--- config.mk ---
export PLATFORM = sky130hd
export DESIGN_NAME = mul_share_ctrl
export DESIGN_NICKNAME = d
export VERILOG_FILES = /design/src/rtl/mul_share_ctrl.sv
export SDC_FILE = /design/constraint.sdc
export NUM_CORES = 1
export LEC_CHECK = 0
export BUFFER_PORTS_ARGS = -buffer_cell sky130_fd_sc_hd__buf_2
export CAP_MARGIN = 40
export CORE_MARGIN = 2
export CORE_UTILIZATION = 42
export DETAILED_ROUTE_END_ITERATION = 10
export PLACE_DENSITY = 0.75
export SETUP_SLACK_MARGIN = 0.3
export SKIP_LAST_GASP = 1
export SYNTH_ARGS = -nofsm -noshare
export SYNTH_HDL_FRONTEND = slang
export SYNTH_SLANG_ARGS = --single-unit
--- constraint.sdc ---
create_clock -name clk -period 4.6 [get_ports clk]
set_input_delay 0.46 -clock clk [delete_from_list [all_inputs] [get_ports clk]]
set_output_delay 0.46 -clock clk [all_outputs]
set_load 0.01 [all_outputs]
--- src/rtl/mul_share_ctrl.sv ---
// rtl/mul_share_ctrl.sv - shared iterative shift-add multiplier controller for two issue lanes
//
// Purpose: arbitrates multiply requests from lane 1 and lane 2 with round-robin
// tie-breaking, runs one shift-add iteration per cycle, stalls each requesting
// lane until its own product is presented, and returns the product with its
// destination register and lane tag.
//
// Ports:
//   clk              rising-edge clock
//   rst_n            asynchronous reset, active HIGH (legacy name)
//   i_Req1/i_Req2    lane multiply request
//   i_A1/i_A2        lane multiplicand
//   i_B1/i_B2        lane multiplier
//   i_Rd1/i_Rd2      lane destination register
//   i_Flush          kill any in-flight multiply, block new grants
//   o_Stall1/2       hold the corresponding lane pipeline registers
//   o_Valid          one-cycle product strobe
//   o_Result         low DW bits of A*B (held until the next product)
//   o_WA             destination register of the product
//   o_Lane           0 = lane 1, 1 = lane 2
//   o_Busy           controller not idle

`ifndef D_WIDTH
`define D_WIDTH 32
`endif

module mul_share_ctrl #(
  parameter int DW = `D_WIDTH,
  parameter int CW = 6
) (
  input  logic          clk,
  input  logic          rst_n,
  input  logic          i_Req1,
  input  logic [DW-1:0] i_A1,
  input  logic [DW-1:0] i_B1,
  input  logic [3:0]    i_Rd1,
  input  logic          i_Req2,
  input  logic [DW-1:0] i_A2,
  input  logic [DW-1:0] i_B2,
  input  logic [3:0]    i_Rd2,
  input  logic          i_Flush,
  output logic          o_Stall1,
  output logic          o_Stall2,
  output logic          o_Valid,
  output logic [DW-1:0] o_Result,
  output logic [3:0]    o_WA,
  output logic          o_Lane,
  output logic          o_Busy
);

  typedef enum logic [1:0] {
    IDLE = 2'd0,
    BUSY = 2'd1,
    DONE = 2'd2
  } state_t;

  localparam logic [CW-1:0] LAST_CNT = CW'(DW - 1);

  state_t        state;
  logic [CW-1:0] cnt;
  logic [DW-1:0] acc;
  logic [DW-1:0] mcand;
  logic [DW-1:0] mplier;
  logic [3:0]    wa;
  logic          lane;
  logic          rr_ptr;
  logic          valid_r;

  logic          grant;
  logic          grant_lane;
  logic [DW-1:0] acc_next;

  // Arbitration: a single requester wins outright; on a tie rr_ptr picks.
  always_comb begin
    grant      = 1'b0;
    grant_lane = 1'b0;
    if (state == IDLE && !i_Flush) begin
      if (i_Req1 && i_Req2) begin
        grant      = 1'b1;
        grant_lane = rr_ptr;
      end else if (i_Req1) begin
        grant      = 1'b1;
        grant_lane = 1'b0;
      end else if (i_Req2) begin
        grant      = 1'b1;
        grant_lane = 1'b1;
      end
    end
  end

  assign acc_next = mplier[0] ? (acc + mcand) : acc;

  always_ff @(posedge clk or posedge rst_n) begin
    if (rst_n) begin
      state    <= IDLE;
      cnt      <= '0;
      acc      <= '0;
      mcand    <= '0;
      mplier   <= '0;
      wa       <= '0;
      lane     <= 1'b0;
      rr_ptr   <= 1'b0;
      valid_r  <= 1'b0;
      o_Result <= '0;
      o_WA     <= '0;
      o_Lane   <= 1'b0;
    end else begin
      valid_r <= 1'b0;
      case (state)
        IDLE: begin
          if (grant) begin
            mcand  <= grant_lane ? i_A2  : i_A1;
            mplier <= grant_lane ? i_B2  : i_B1;
            wa     <= grant_lane ? i_Rd2 : i_Rd1;
            lane   <= grant_lane;
            acc    <= '0;
            cnt    <= '0;
            rr_ptr <= ~grant_lane;
            state  <= BUSY;
          end
        end
        BUSY: begin
          if (i_Flush) begin
            state <= IDLE;
          end else begin
            acc    <= acc_next;
            mcand  <= mcand << 1;
            mplier <= mplier >> 1;
            cnt    <= cnt + CW'(1);
            if (cnt == LAST_CNT) begin
              // Product registers are only touched here so they hold between products.
              state    <= DONE;
              valid_r  <= 1'b1;
              o_Result <= acc_next;
              o_WA     <= wa;
              o_Lane   <= lane;
            end
          end
        end
        DONE: begin
          state <= IDLE;
        end
        default: begin
          state <= IDLE;
        end
      endcase
    end
  end

  // A flush arriving in DONE must suppress the write-back in that same cycle.
  assign o_Valid  = valid_r & ~i_Flush;
  assign o_Busy   = (state != IDLE);
  assign o_Stall1 = i_Req1 & ~((state == DONE) & (lane == 1'b0) & ~i_Flush);
  assign o_Stall2 = i_Req2 & ~((state == DONE) & (lane == 1'b1) & ~i_Flush);

endmodule

==> impl_metrics.json <==
{
  "reg2reg_from": "acc[0]$_DFFE_PP0P_",
  "grt_max_degree": 149,
  "clkTransAtPathRegs_ns": 0.06,
  "cts_resized": 0,
  "cp-start-kind": "flip-flop",
  "synth_fp_nets": 1154,
  "rsz0062_at_grt": "false",
  "critPathArrivalTime_ns": 3.66,
  "die-area_mm2": 0.0210,
  "ys_top_cells_by_area": "dfrtp_1, nand2_1, o21ai_0",
  "antenna_left": 0,
  "area_growth_pct": 20.5,
  "overflow": 0,
  "synth_area_per_cell_um2": 8.51,
  "cts_setup_buffers": 0,
  "dp_slack_ns": 1.41,
  "numCtsBuffers": 17,
  "ios": 182,
  "yosys_warnings": 0,
  "final_cell_mix": "nand2_1, buf_2, dfrtp_1",
  "drt_first_iter_violations": 622,
  "outcome": "finished clean",
  "required_ns": 4.96,
  "antenna_found_initial": 0,
  "end_kind": "flip-flop",
  "wirelength_mm": 22.6,
  "synth_top_area_frac": 0.444,
  "grt_pass1_vias": 7542,
  "die_height_um": 145,
  "critical_path.max_fanout": 4,
  "synth_ff_type": "dfrtp_1",
  "start_util": 0.429,
  "place_congestion": 0.921,
  "grt_pass1_wl_mm": 38.2,
  "tns_ns": 0,
  "vias_per_cell": 5.52,
  "clk-insertion-delay-late_ns": 0.43,
  "relSlewSlack": 0.420,
  "ys_types": 52,
  "coreArea_mm2": 0.0195,
  "drtPass1Iterations": 8,
  "final_common_cell": "nand2_1",
  "synth_top_cell_by_area": "dfrtp_1",
  "cts_tree": "yes",
  "finalCritPeriodShare": 0.717,
  "vias": 7742,
  "slew_viol_final": 0,
  "cts_root_buf": "clkbuf_16",
  "setup_viol": 0,
  "final_cells": 1402,
  "synth_edf_count": 0,
  "post-route-drc-count": 0,
  "wl_per_cell_um": 16.1,
  "utilization": 0.516,
  "timing.hold.ws_ns": 0.163,
  "fp-row-count": 51,
  "cts.sinks": 148,
  "timing.final.ws_setup_ns": 1.30,
  "netlist_area_mm2": 0.00834,
  "leakage_uw": 0.00510,
  "antennaDiodeCount": 0,
  "cts_max_path_buffers": 2,
  "drv_cap": 0,
  "htree_levels": 4,
  "hold_buffers": 0,
  "hold_class": "primary input to async pin",
  "peakVddDrop_v": 0.000327,
  "finalHoldViolCount": 0,
  "die_w_um": 145,
  "post-place-cells": 1371,
  "startpoint": "acc[0]$_DFFE_PP0P_",
  "yosysSeqAreaShare": 0.444,
  "fmax_mhz": 303,
  "p_per_area_mw_per_mm2": 542,
  "skew_ns": 0.00619,
  "drive_above_1_share": 0.213,
  "fin_nets": 1299,
  "ys_seq_elements": 148,
  "worst_slew_pin_slew_ns": 0.870,
  "grt_usage": 0.222,
  "synthCells": 980,
  "port_buffers": 181,
  "critPathKind": "flip-flop to flip-flop",
  "place.detailed.hpwl_mm": 15.7,
  "min_period_ns": 3.30,
  "async_reset_ff_frac": 1.00
}
==> registers in the layout (all words and copies together), names as in the netlist <==
name / count
state: 2
wa: 4
cnt: 6
o_Result: 32
mplier: 32
rr_ptr: 1
mcand: 32
o_Lane: 1
lane: 1
o_WA: 4
valid_r: 1
acc: 32
==> cells in the mapped netlist (all sizes together) (5+ instances only) <==
cell type,instances
nor2,47
o21ai,113
a22o,22
o221ai,8
inv,16
a222oi,22
a21o,15
a211oi,5
ha,32
clkbuf,65
and3,12
nand3,61
a21oi,43
and2,5
nand4,5
nand2,235
dfrtp,148
o21bai,5
nor3,9
xnor2,19
a31oi,14
mux2i,20
o31ai,7
buf,5
xor2,12
==> final timing paths <==
path | to | slack (ns) | cells after the start
worst max register to register | o_Result[30]$_DFFE_PP0P_ | 1.30 | 11
worst max-delay path | o_Result[30]$_DFFE_PP0P_ | 1.30 | 11
worst min register to register | o_WA[3]$_DFFE_PP0P_ | 0.47 | 2
min in group clk | mplier[5]$_DFFE_PP0P_ | 0.27 | 3
worst min-delay path | mplier[24]$_DFFE_PP0P_ | 0.16 | 3
max in group asynchronous | o_Result[12]$_DFFE_PP0P_ | 3.72 | 3
==> cell type report <==
type                       count  area, µm²
sequential                   148       3700
fill                        1808       9410
inverter                      16       63.8
timing repair buffer         196       1050
multi-input combinational    746       4340
clock inverter                11        111
tap                          265        332
clock buffer                  20        447
==> worst max-delay path, stage by stage, from the launching register on <==
cell and delay (ns):
dfrtp_1 0.39, ha_1 0.23, fa_1 0.41, a21o_1 0.19, a211oi_1 0.43, o31ai_1 0.15
a31oi_1 0.40, o211ai_1 0.25, a211oi_1 0.39, xnor2_1 0.19, nand2_1 0.07, a21oi_1 0.14
==> metrics by stage <==
step                      instance area (µm²)  power, µW
after CTS                               10100       5460
after global routing                    10100       5850
after floorplan                          8350       3520
final                                   10100       5450
after global placement                   9470       4020
after detailed placement                 9490       4090
==> logic make-up after synthesis <==
group | after synthesis | synth area share
AOI/OAI and AO/OA | 275 | 0.213
xor gates and xnor gates | 31 | 0.0325
adders and majority gates | 33 | 0.0504
buffers and inverters | 86 | 0.0388
DFF | 148 | 0.444
muxes | 20 | 0.0240
and+or+nand+nor | 387 | 0.197
==> metal layers <==
metal	up-vias	share of wire	global-route usage
met5	-	0	0
met4	0	0.020	0.0668
met1	3646	0.43	0.287
li1	3777	-	-
met2	282	0.48	0.365
met3	37	0.071	0.0585
==> power breakdown <==
group	total, µW	leakage [µW]	switching (µW)	internal [µW]
Sequential	1910	0.00192	275	1630
Clock	1350	0.000279	545	802
Combinational	2200	0.00290	1310	891
Total	5450	0.00510	2130	3320
No activity file was read; power rests on OpenSTA's default activity.
